$ cat config.mk
export PLATFORM = sky130hd
export DESIGN_NAME = gmii_tx_fcs_ctrl
export DESIGN_NICKNAME = d
export VERILOG_FILES = /design/src/rtl/eth_tx_pkg.sv /design/src/rtl/gmii_tx_fcs_ctrl.sv
export SDC_FILE = /design/constraint.sdc
export NUM_CORES = 1
export LEC_CHECK = 0
export CORE_MARGIN = 2
export CORE_UTILIZATION = 45
export CTS_BUF_LIST = sky130_fd_sc_hd__clkbuf_8
export CTS_CLUSTER_DIAMETER = 100
export CTS_CLUSTER_SIZE = 25
export DETAILED_ROUTE_END_ITERATION = 8
export PLACE_DENSITY = 0.76
export REMOVE_ABC_BUFFERS = 1
export SYNTH_ARGS = -nofsm -noshare
export SYNTH_HDL_FRONTEND = slang
export SYNTH_SLANG_ARGS = --single-unit
$ cat constraint.sdc
create_clock -name clk -period 1.63 [get_ports clk]
set_clock_uncertainty 0.05 [all_clocks]
set_input_delay 0.326 -clock clk [delete_from_list [all_inputs] [get_ports clk]]
set_output_delay 0.326 -clock clk [all_outputs]
set_load 0.01 [all_outputs]
$ cat src/rtl/eth_tx_pkg.sv
// Shared types and constants for the GMII transmit frame sequencer.
package eth_tx_pkg;

    typedef enum logic [2:0] {
        IDLE,
        PRE,
        SFD,
        DATA,
        PAD,
        FCS,
        DROP,
        IFG
    } tx_state_e;

    localparam logic [7:0]  PREAMBLE_BYTE = 8'h55;
    localparam logic [7:0]  SFD_BYTE      = 8'hD5;
    localparam logic [7:0]  PAD_BYTE      = 8'h00;
    localparam int unsigned FCS_LEN       = 4;

endpackage

$ cat src/rtl/gmii_tx_fcs_ctrl.sv
// GMII transmit frame sequencer: preamble, SFD, payload, pad, FCS and inter-frame gap,
// steering an external crc32_8023 through its load/calc/enable controls.
module gmii_tx_fcs_ctrl
    import eth_tx_pkg::*;
#(
    parameter int unsigned PREAMBLE_LEN = 7,
    parameter int unsigned MIN_FRAME    = 60,
    parameter int unsigned IFG_CYCLES   = 12,
    parameter int unsigned CNT_W        = 11
) (
    input  logic       clk,
    input  logic       reset,
    input  logic [7:0] in_data,
    input  logic       in_valid,
    input  logic       in_last,
    output logic       in_ready,
    output logic [7:0] crc_d,
    output logic       crc_load_init,
    output logic       crc_calc,
    output logic       crc_d_valid,
    input  logic [7:0] crc_byte,
    output logic [7:0] gmii_txd,
    output logic       gmii_tx_en,
    output logic       gmii_tx_er,
    output logic       frame_done,
    output logic       underrun_err
);

    localparam int unsigned SEQ_W = 8;

    // The IDLE-exit edge already emits the first preamble byte, so PRE covers the rest.
    localparam logic [SEQ_W-1:0] PRE_LAST = SEQ_W'(PREAMBLE_LEN - 2);
    localparam logic [SEQ_W-1:0] FCS_LAST = SEQ_W'(FCS_LEN - 1);
    localparam logic [SEQ_W-1:0] IFG_LAST = SEQ_W'(IFG_CYCLES - 1);
    localparam logic [CNT_W:0]   MIN_FRAME_W = (CNT_W + 1)'(MIN_FRAME);

    tx_state_e        state_q, state_d;
    logic [CNT_W-1:0] byte_cnt_q, byte_cnt_d;
    logic [SEQ_W-1:0] seq_cnt_q, seq_cnt_d;

    logic [7:0] txd_q, txd_d;
    logic       tx_en_q, tx_en_d;
    logic       tx_er_q, tx_er_d;
    logic       done_q, done_d;
    logic       under_q, under_d;

    // One extra bit so the pad decision stays correct once byte_cnt saturates.
    logic [CNT_W:0]   cnt_plus1;
    logic [CNT_W-1:0] byte_cnt_sat;

    assign cnt_plus1    = {1'b0, byte_cnt_q} + {{CNT_W{1'b0}}, 1'b1};
    assign byte_cnt_sat = (&byte_cnt_q) ? byte_cnt_q : cnt_plus1[CNT_W-1:0];

    always_comb begin
        state_d       = state_q;
        byte_cnt_d    = byte_cnt_q;
        seq_cnt_d     = seq_cnt_q;
        txd_d         = 8'h00;
        tx_en_d       = 1'b0;
        tx_er_d       = 1'b0;
        done_d        = 1'b0;
        under_d       = 1'b0;
        in_ready      = 1'b0;
        crc_d         = 8'h00;
        crc_load_init = 1'b0;
        crc_calc      = 1'b0;
        crc_d_valid   = 1'b0;

        case (state_q)
            IDLE: begin
                byte_cnt_d = '0;
                seq_cnt_d  = '0;
                if (in_valid) begin
                    state_d = PRE;
                    tx_en_d = 1'b1;
                    txd_d   = PREAMBLE_BYTE;
                end
            end
            PRE: begin
                tx_en_d = 1'b1;
                txd_d   = PREAMBLE_BYTE;
                if (seq_cnt_q == PRE_LAST) begin
                    seq_cnt_d = '0;
                    state_d   = SFD;
                end else begin
                    seq_cnt_d = seq_cnt_q + 1'b1;
                end
            end
            SFD: begin
                tx_en_d       = 1'b1;
                txd_d         = SFD_BYTE;
                crc_load_init = 1'b1;
                state_d       = DATA;
            end
            DATA: begin
                in_ready = 1'b1;
                tx_en_d  = 1'b1;
                if (in_valid) begin
                    txd_d       = in_data;
                    crc_d       = in_data;
                    crc_calc    = 1'b1;
                    crc_d_valid = 1'b1;
                    byte_cnt_d  = byte_cnt_sat;
                    if (in_last) begin
                        state_d = (cnt_plus1 < MIN_FRAME_W) ? PAD : FCS;
                    end
                end else begin
                    // Source starved mid-frame: poison the frame on the wire.
                    tx_er_d = 1'b1;
                    under_d = 1'b1;
                    state_d = in_last ? IFG : DROP;
                end
            end
            PAD: begin
                tx_en_d     = 1'b1;
                txd_d       = PAD_BYTE;
                crc_d       = PAD_BYTE;
                crc_calc    = 1'b1;
                crc_d_valid = 1'b1;
                byte_cnt_d  = byte_cnt_sat;
                if (cnt_plus1 >= MIN_FRAME_W) begin
                    state_d = FCS;
                end
            end
            FCS: begin
                tx_en_d     = 1'b1;
                txd_d       = crc_byte;
                crc_d_valid = 1'b1;
                if (seq_cnt_q == FCS_LAST) begin
                    seq_cnt_d = '0;
                    done_d    = 1'b1;
                    state_d   = IFG;
                end else begin
                    seq_cnt_d = seq_cnt_q + 1'b1;
                end
            end
            DROP: begin
                in_ready = 1'b1;
                if (in_valid && in_last) begin
                    state_d = IFG;
                end
            end
            IFG: begin
                if (seq_cnt_q == IFG_LAST) begin
                    seq_cnt_d = '0;
                    state_d   = IDLE;
                end else begin
                    seq_cnt_d = seq_cnt_q + 1'b1;
                end
            end
            default: begin
                state_d = IDLE;
            end
        endcase
    end

    always_ff @(posedge clk) begin
        if (!reset) begin
            state_q    <= IDLE;
            byte_cnt_q <= '0;
            seq_cnt_q  <= '0;
            txd_q      <= 8'h00;
            tx_en_q    <= 1'b0;
            tx_er_q    <= 1'b0;
            done_q     <= 1'b0;
            under_q    <= 1'b0;
        end else begin
            state_q    <= state_d;
            byte_cnt_q <= byte_cnt_d;
            seq_cnt_q  <= seq_cnt_d;
            txd_q      <= txd_d;
            tx_en_q    <= tx_en_d;
            tx_er_q    <= tx_er_d;
            done_q     <= done_d;
            under_q    <= under_d;
        end
    end

    assign gmii_txd     = txd_q;
    assign gmii_tx_en   = tx_en_q;
    assign gmii_tx_er   = tx_er_q;
    assign frame_done   = done_q;
    assign underrun_err = under_q;

endmodule

## Yosys cells after proc, flatten, opt, wreduce, memory -nomap -nowiden

Cells that the tools add are included.
Widths: inputs -> output; s select.

| operators by class | value |
|---|---|
| shifts and indexed selects | 0 |
| order comparisons | 2 |
| multipliers | 0 |
| reduce and logical (&&, ||, !) cells | 12 |
| muxes and demuxes | 30 |
| equality and inequality tests | 18 |
| div/mod/pow operators | 0 |
| bitwise gates (word level) | 0 |
| add/sub/neg operators | 2 |

Operators with widths:

| operator | number |
|---|---|
| $mux 8 | 5 |
| $pmux 8 s5 | 1 |
| $pmux 11 s3 | 1 |
| $pmux 8 s4 | 1 |
| $mux 3 | 8 |
| $pmux 3 s8 | 1 |
| $mux 11 | 2 |
| $ne 2x2->1 const B | 7 |
| $add 11x1->12 const B | 1 |
| $eq 3x3->1 const B | 4 |
| $ge 12x6->1 const B | 1 |
| $lt 12x6->1 const B | 1 |
| $reduce_and 11->1 | 1 |
| $add 8x1->8 const B | 1 |
| $eq 8x2->1 const B | 1 |
| $eq 8x3->1 const B | 1 |
| $eq 8x4->1 const B | 1 |
| $mux 1 | 7 |
| $mux 7 | 1 |
| $reduce_and 7->1 | 1 |
| $eq 3x2->1 const B | 2 |
| $pmux 1 s2 | 3 |
| $reduce_and 2->1 | 3 |
| $reduce_or 5->1 | 1 |
| 7 further kinds | 8 |

| word-level totals | value |
|---|---|
| input port bits | 20 |
| memory bits (writable) | 0 |
| memory bits (read-only) | 0 |
| logic and storage cells | 71 |
| output and inout port bits | 24 |
| memories kept | 0 |
| bits in registers | 33 |
| latch bits | 0 |

## Longest topological paths before layout

Gate-level depths: netlist of the first run.

| logic depth | value |
|---|---|
| word-level depth | 6 |
| gate-level depth with buffers | 8 |
| mapped depth without buffers | 7 |

## Worst setup path after synthesis of the first run

Ideal clock, no wire load.

| path | value |
|---|---|
| path type | register to register |
| start | register byte_cnt_q[0] |
| end | register byte_cnt_q[4] |
| path buffers | 0 |
| library setup time | 0.119 ns |
| slack | -0.172 ns |
| required time | 1.461 ns |
| clock period less this slack | 1.802 ns |
| stages on the path, launching flop included | 7 |
| data arrival time | 1.633 ns |
| cell sequence | dfxtp_1 -> ha_1 -> nand3_1 -> or3_4 -> nand2_1 -> nor2_1 -> o221a_2 |

| between the ends | value |
|---|---|
| longest elaborated chain between the ends | 4 |
| elaborated cells between the ends (all ways) | 5 |
| those cells by class | add/sub: 1; mux: 3; reduce/logical: 1 |

RTL lines:

| what | RTL line | text |
|---|---|---|
| start: declaration | gmii_tx_fcs_ctrl.sv:38 | `logic [CNT_W-1:0] byte_cnt_q, byte_cnt_d;` |
| start signal: assignment | gmii_tx_fcs_ctrl.sv:169 | `byte_cnt_q <= byte_cnt_d;` |
| $add 11x1->12 / $reduce_and 11->1 (equally long branches) | gmii_tx_fcs_ctrl.sv:51, gmii_tx_fcs_ctrl.sv:52 |  |
| $mux 11 (*) | gmii_tx_fcs_ctrl.sv:52 | `assign byte_cnt_sat = (&byte_cnt_q) ? byte_cnt_q : cnt_plus1[CNT_W-1:0];` |
| $mux 11 | gmii_tx_fcs_ctrl.sv:98 | `if (in_valid) begin` |
| $pmux 11 s3 (*) | gmii_tx_fcs_ctrl.sv:69 | `case (state_q)` |

Mark *: on every way between the ends. The rest lies on a longest branch, timed or not. The select of a mux whose other input is x is not followed.
A chain may end at the register's enable or synchronous reset.

## Worst setup path after layout of the first run

| path | value |
|---|---|
| start | register seq_cnt_q[7] |
| end | register state_q[1] |

| between the ends | value |
|---|---|
| longest elaborated chain between the ends | 3 |
| elaborated cells between the ends (all ways) | 7 |
| those cells by class | eq/ne: 6; reduce/logical: 1 |

RTL lines:

| what | RTL line | text |
|---|---|---|
| start: declaration | gmii_tx_fcs_ctrl.sv:39 | `logic [SEQ_W-1:0] seq_cnt_q, seq_cnt_d;` |
| start signal: assignment | gmii_tx_fcs_ctrl.sv:170 | `seq_cnt_q <= seq_cnt_d;` |
| $eq 8x4->1, or another cell as far along | gmii_tx_fcs_ctrl.sv:144 | `if (seq_cnt_q == IFG_LAST) begin` |
| $ne 2x2->1 (no line) | n/a |  |
| $reduce_and 7->1 (no line) (*) | n/a |  |
| end signal: assignment | gmii_tx_fcs_ctrl.sv:168 | `state_q <= state_d;` |
| end: declaration | gmii_tx_fcs_ctrl.sv:37 | `tx_state_e state_q, state_d;` |

Mark *: on every way between the ends. The rest lies on a longest branch, timed or not.

==> flow_summary.json, run 1 <==
{
  "grt_use_total_pct": 27.01,
  "start_util_pct": 47.73,
  "end_kind": "register",
  "clkSinkCount": 33,
  "hold_viol": 0,
  "grt_pass1_vias": 2274,
  "dp_hpwl_um": 4324,
  "nets": 385,
  "core.rowCount": 23,
  "hold_path_class": "reg -> reg",
  "worst_slack_ns": -0.1982,
  "max_freq_mhz": 547.0,
  "finalMaxSlewViolations": 0,
  "whs_ns": 0.4814,
  "worstPathRequired_ns": 1.75,
  "synth_edf_count": 0,
  "critPathSlowestCell": "nor4_4",
  "grt_max_degree": 21,
  "ys.flop_type": "dfxtp_1",
  "insertion_delay_ns": 0.29,
  "grt.overflow.total": 0,
  "synth_warnings": 0,
  "clk_pin_slew_ns": 0.06,
  "relSlewSlack_pct": 75.60,
  "syn_avg_cell_area_um2": 7.971,
  "die_area_um2": 4845,
  "worstSetupPathType": "reg -> reg",
  "fp.dieH_um": 69.61,
  "rsz0062_at_grt": "yes",
  "route.vias.total": 2432,
  "power_density_nw_per_um2": 642.3,
  "antenna_left": 0,
  "finalCritPeriodShare_pct": 112.2,
  "clockRootBuffer": "clkbuf_8",
  "path_cells": "nor4_4 > a311oi_2 > a41o_2 > buf_4 > o311a_1",
  "wl_per_cell_um": 17.56,
  "synth_area_leader_cell": "dfxtp_1",
  "first_pass_iters": 7,
  "ys_types": 55,
  "path_delay_family": "compound AO/OA/AOI/OAI gates",
  "cts-htree-levels": 2,
  "cts_made_buffers": 5,
  "cts_tree": "built",
  "route.detailed.drc": 0,
  "cp_num_buf_inv": 1,
  "syn_area_um2": 1937,
  "utilization_pct": 81.99,
  "leakage_nw": 1.423,
  "yosysTopAreaCellShare_pct": 34.11,
  "drt_iter0_markers": 216,
  "async_reset_ff_share_pct": 0,
  "synth-seq-cells": 33,
  "port_buffers": 43,
  "maxCapViolCount": 0,
  "cpPeakStageDelay_ns": 0.40,
  "wirelength_um": 7201,
  "setup_viol": 26,
  "final.min_clock_period_ns": 1.828,
  "antenna_cells": 0,
  "viasPerCell": 5.932,
  "core_um2": 4058,
  "arrival_ns": 1.95,
  "crit_fanout": 5,
  "peakVddDrop_uv": 374.5,
  "drive_gt1_share_pct": 44.44,
  "cts_buffer_depth": 2,
  "grt_pass1_wl_um": 10670,
  "area_growth_syn_to_layout_pct": 71.77,
  "antenna_found_initial": 0,
  "outcome": "finished with violations",
  "violations": "setup timing",
  "ctsHoldBuffers": 0,
  "die_x_um": 69.61,
  "cp-start-kind": "register",
  "gp_congestion": 0.9229,
  "io_pins": 44,
  "ys_seq_area_share_pct": 34.11,
  "worst_slew_pin_slew_ns": 0.3633,
  "synth.top_cells.by_area": "dfxtp_1 34%, nand2_1 6.2%, o21ai_0 3.6%",
  "synthCells": 243
}
[path summary, 6_finish.rpt]
check                                   from                          to  slack, ns  depth (start not counted)
hold reg to reg   byte_cnt_q[6]$_SDFFE_PN0P_  byte_cnt_q[6]$_SDFFE_PN0P_       0.48                          2
setup reg to reg   seq_cnt_q[7]$_SDFFE_PN0P_     state_q[1]$_SDFFE_PN0P_      -0.20                          5
hold / removal    byte_cnt_q[6]$_SDFFE_PN0P_  byte_cnt_q[6]$_SDFFE_PN0P_       0.48                          2
setup / recovery   seq_cnt_q[7]$_SDFFE_PN0P_     state_q[1]$_SDFFE_PN0P_      -0.20                          5
[synth_stat cells, drive strengths merged (2+ instances only)]
| library cell | n |
|---|---|
| o221ai | 2 |
| nor3b | 2 |
| and2 | 4 |
| o31ai | 2 |
| o21ai | 14 |
| a21oi | 7 |
| nor4 | 2 |
| nor2 | 15 |
| dfxtp | 33 |
| a21boi | 3 |
| ha | 4 |
| nand2 | 32 |
| nor3 | 8 |
| o21a | 4 |
| a21o | 3 |
| nand4 | 3 |
| nor2b | 6 |
| and3 | 8 |
| o221a | 2 |
| o211a | 3 |
| nand3 | 12 |
| inv | 12 |
| nand4b | 3 |
| buf | 7 |
| nand2b | 3 |
| or3 | 2 |
| nand3b | 3 |
| xnor2 | 5 |
| clkbuf | 6 |
| a31oi | 11 |
| mux2i | 3 |
[registers in the layout (all words and copies together) (netlist names)]
| signal | cells |
|---|---|
| byte_cnt_q | 11 |
| frame_done | 1 |
| gmii_tx_en | 1 |
| gmii_txd | 8 |
| seq_cnt_q | 8 |
| state_q | 3 |
| underrun_err | 1 |
[per-layer routing]
layer  vias up  share of wire [%]  GRT usage, %  wire length (um)
met1      1155                 41         33.96              2963
met2       129                 49         46.69              3533
met5         -                  0             0                 0
li1       1125                  -             -                 -
met4         0                2.4         7.843               172
met3        23                7.4         5.233               530
[through the flow]
stage	total power, mW	setup WS (ns)	cells	cell area, um2	setup TNS, ns
6_report	2.137	-0.1982	410	3327	-2.515
5_1_grt	2.217	-0.2605	410	3327	-4.190
4_1_cts	2.066	-0.1457	406	3188	-1.829
3_5_place_dp	1.441	-0.6547	390	2868	-12.47
3_3_place_gp	1.428	-0.5966	390	2868	-10.77
2_1_floorplan	1.103	-0.2457	230	1872	-2.848
[cell families after synthesis]
group / after synthesis / synth area share, %
mux: 3 / 1.550
fa+ha+maj: 4 / 2.584
xor+xnor: 6 / 2.713
compound gates: 66 / 24.29
simple gates: 106 / 29.07
flops: 33 / 34.11
buf+inv: 25 / 5.684
[where the power goes]
| part | internal (mW) | switching (mW) | leakage [nW] |
|---|---|---|---|
| Sequential | 0.849 | 0.0252 | 0.275 |
| Combinational | 0.352 | 0.338 | 1.11 |
| Clock | 0.281 | 0.293 | 0.0399 |
| Total | 1.48 | 0.656 | 1.42 |
[tightest hold or removal path, delay by kind of cell, from the launching register on]
family	cells	cell delay, ns
and+or+nand+nor	1	0.07
DFF	1	0.36
AOI/OAI and AO/OA	1	0.07
[timing repair]
action                                  in CTS  in global routing
endpoints found under the setup margin      33                 34
pin swaps                                   27                 13
hold endpoints to repair                     0                  0
cloned                                       1                  0
setup buffers                               10                  4
resized for setup                          109                 29
[layout make-up]
cell class                 count  area [um2]
tap                           50       62.56
fill                         230       730.7
inverter                      12       45.04
sequential                    33       679.4
timing repair buffer         124        1027
clock buffer                   5       68.82
clock inverter                 1       5.005
multi-input combinational    185        1439
[cells in the final DEF (no fill, tap or decap), types with 4 or more instances in the layout]
cell	synthesis	final
o21a_1	4	4
clkdlybuf4s50_1	0	30
inv_1	12	11
buf_2	4	9
buf_4	1	71
nor3_1	8	6
a21oi_1	7	6
dfxtp_1	33	20
a31oi_1	11	9
nand2_2	0	6
nand2_1	32	25
nor2_1	15	14
o21ai_1	0	4
o21ai_0	14	7
and3_1	8	6
dfxtp_2	0	12
xnor2_1	5	4
nand3_1	12	8
buf_6	1	12
clkbuf_8	0	5
(Power assumes the default switching activity.)
==> inputs of run 2 (changes only) <==
- CORE_UTILIZATION: 45 -> 47
- PLACE_DENSITY: 0.76 -> 0.78
==> run 2 against run 1 <==
- the flow still finishes with violations (setup timing)
- sequential cell count unchanged
- power is 2.0% higher
- non-clock buffer count is 6 lower
- critical path type unchanged
- global-route usage rose by 1.6 points
- sequential share of layout area up 0.15 points
==> flow_summary.json, run 2 (synthesis gave the netlist of run 1 again) <==
{
  "hold_path_class": "reg -> reg",
  "clk_pin_slew_ns": 0.08,
  "gp_congestion": 0.9592,
  "power_density_nw_per_um2": 666.0,
  "pre_cts_ws_ns": -0.6691,
  "clkSinkCount": 33,
  "crit_fanout": 6,
  "max_freq_mhz": 551.9,
  "violations": "setup timing",
  "finalCritPeriodShare_pct": 111.2,
  "grt.overflow.total": 0,
  "antenna_found_initial": 0,
  "viasPerCell": 6.069,
  "io_pins": 44,
  "cp_num_buf_inv": 2,
  "dp_hpwl_um": 4226,
  "core.rowCount": 23,
  "finalMaxSlewViolations": 0,
  "hold_viol": 0,
  "final_common_cell": "buf_4",
  "cts_tree": "built",
  "die_area_um2": 4651,
  "cts_made_buffers": 5,
  "worst_slack_ns": -0.1818,
  "tns_ns": -2.837,
  "grt_max_degree": 18,
  "drive_gt1_share_pct": 40.00,
  "final.min_clock_period_ns": 1.812,
  "setup_viol": 29,
  "leakage_nw": 1.408,
  "utilization_pct": 82.39,
  "cts-htree-levels": 2,
  "area_growth_syn_to_layout_pct": 68.93,
  "maxCapViolCount": 0,
  "outcome": "finished with violations",
  "antenna_left": 0,
  "fp.dieH_um": 68.20,
  "finalPower_mw": 2.179,
  "insertion_delay_ns": 0.31,
  "die_x_um": 68.20,
  "grt_pass1_wl_um": 9749,
  "regMostFlops": "byte_cnt_q",
  "core_um2": 3971,
  "start_util_pct": 48.77,
  "port_buffers": 43,
  "grt_use_total_pct": 28.58,
  "first_pass_iters": 5,
  "arrival_ns": 1.97,
  "largest_reg_flops": 11,
  "final_cell_mix": "68 x buf_4, 30 x clkdlybuf4s50_1, 27 x nand2_1",
  "cpPeakStageDelay_ns": 0.38,
  "antenna_cells": 0,
  "path_cells": "buf_4 > xnor2_1 > a311oi_2 > a41o_1 > buf_4 > a31oi_1 > mux2i_1",
  "drt_iter0_markers": 280,
  "wirelength_um": 7409,
  "grt_pass1_vias": 2132,
  "worstPathRequired_ns": 1.79,
  "ctsHoldBuffers": 0,
  "fin_cells": 405,
  "clockRootBuffer": "clkbuf_8",
  "critPathMostFrequentCell": "buf_4",
  "rsz0062_at_grt": "yes",
  "peakVddDrop_uv": 423.8,
  "wl_per_cell_um": 18.29,
  "worst_slew_pin_slew_ns": 0.4390,
  "route.detailed.drc": 0,
  "nets": 379,
  "relSlewSlack_pct": 70.74,
  "critPathSlowestCell": "dfxtp_4",
  "cts_buffer_depth": 2,
  "worstSetupPathType": "reg -> reg",
  "path_delay_family": "compound AO/OA/AOI/OAI gates",
  "end_kind": "register",
  "cp-start-kind": "register",
  "place_inst": 388,
  "route.vias.total": 2458
}
## run 2: changes by cell type in the layout (fill, tap and decap cells not counted), sizes merged
cell	previous run	this run
buf	92	87
inv	12	13
clkinv	1	0
## run 2: routing by layer
| layer | track usage [%] | up-vias | part of all wire (%) |
|---|---|---|---|
| met5 | 0 | - | 0 |
| met4 | 15.00 | 0 | 3.3 |
| met3 | 7.401 | 24 | 9.1 |
| met2 | 49.39 | 151 | 49 |
| met1 | 32.05 | 1169 | 38 |
| li1 | - | 1114 | - |
## run 2: layout make-up
type                            instances  area [um2]
Tap cell                               50       62.56
Clock inverter                          1       3.754
Multi-Input combinational cell        185        1403
Fill cell                             205       699.4
Clock buffer                            6       82.58
Timing Repair Buffer                  118        1002
Sequential cell                        33       673.1
Inverter                               12       45.04
## run 2: final timing paths
check | startpoint | end | slack [ns] | depth (start not counted)
hold reg to reg | seq_cnt_q[7]$_SDFFE_PN0P_ | seq_cnt_q[7]$_SDFFE_PN0P_ | 0.46 | 1
setup / recovery | state_q[1]$_SDFFE_PN0P_ | seq_cnt_q[4]$_SDFFE_PN0P_ | -0.18 | 7
setup reg to reg | state_q[1]$_SDFFE_PN0P_ | seq_cnt_q[4]$_SDFFE_PN0P_ | -0.18 | 7
hold / removal | seq_cnt_q[7]$_SDFFE_PN0P_ | seq_cnt_q[7]$_SDFFE_PN0P_ | 0.46 | 1
## run 2: per-stage QoR
| step | hold WS (ns) | instance area [um2] |
|---|---|---|
| 3_5_place_dp | 0.4544 | 2853 |
| 3_3_place_gp | 0.4544 | 2853 |
| 5_1_grt | 0.4775 | 3272 |
| 2_1_floorplan | 0.3533 | 1872 |
| 4_1_cts | 0.4608 | 3163 |
| 6_report | 0.4619 | 3272 |
## run 2: timing repair
action,CTS,global route
pin swaps,22,15
gates resized for setup,98,32
endpoints found under the hold margin,0,0
buffers inserted,9,2
setup endpoints to repair,34,38
## run 2: where the power goes
group,internal [mW],switching [mW],total (mW)
Clock,0.329,0.322,0.651
Sequential,0.847,0.0239,0.871
Combinational,0.337,0.321,0.658
Total,1.51,0.666,2.18
==> inputs of run 3 (changes only) <==
- CAP_MARGIN: default -> 0
==> results of run 3 <==
Final layout, timing and power as in run 2 (identical DEF).
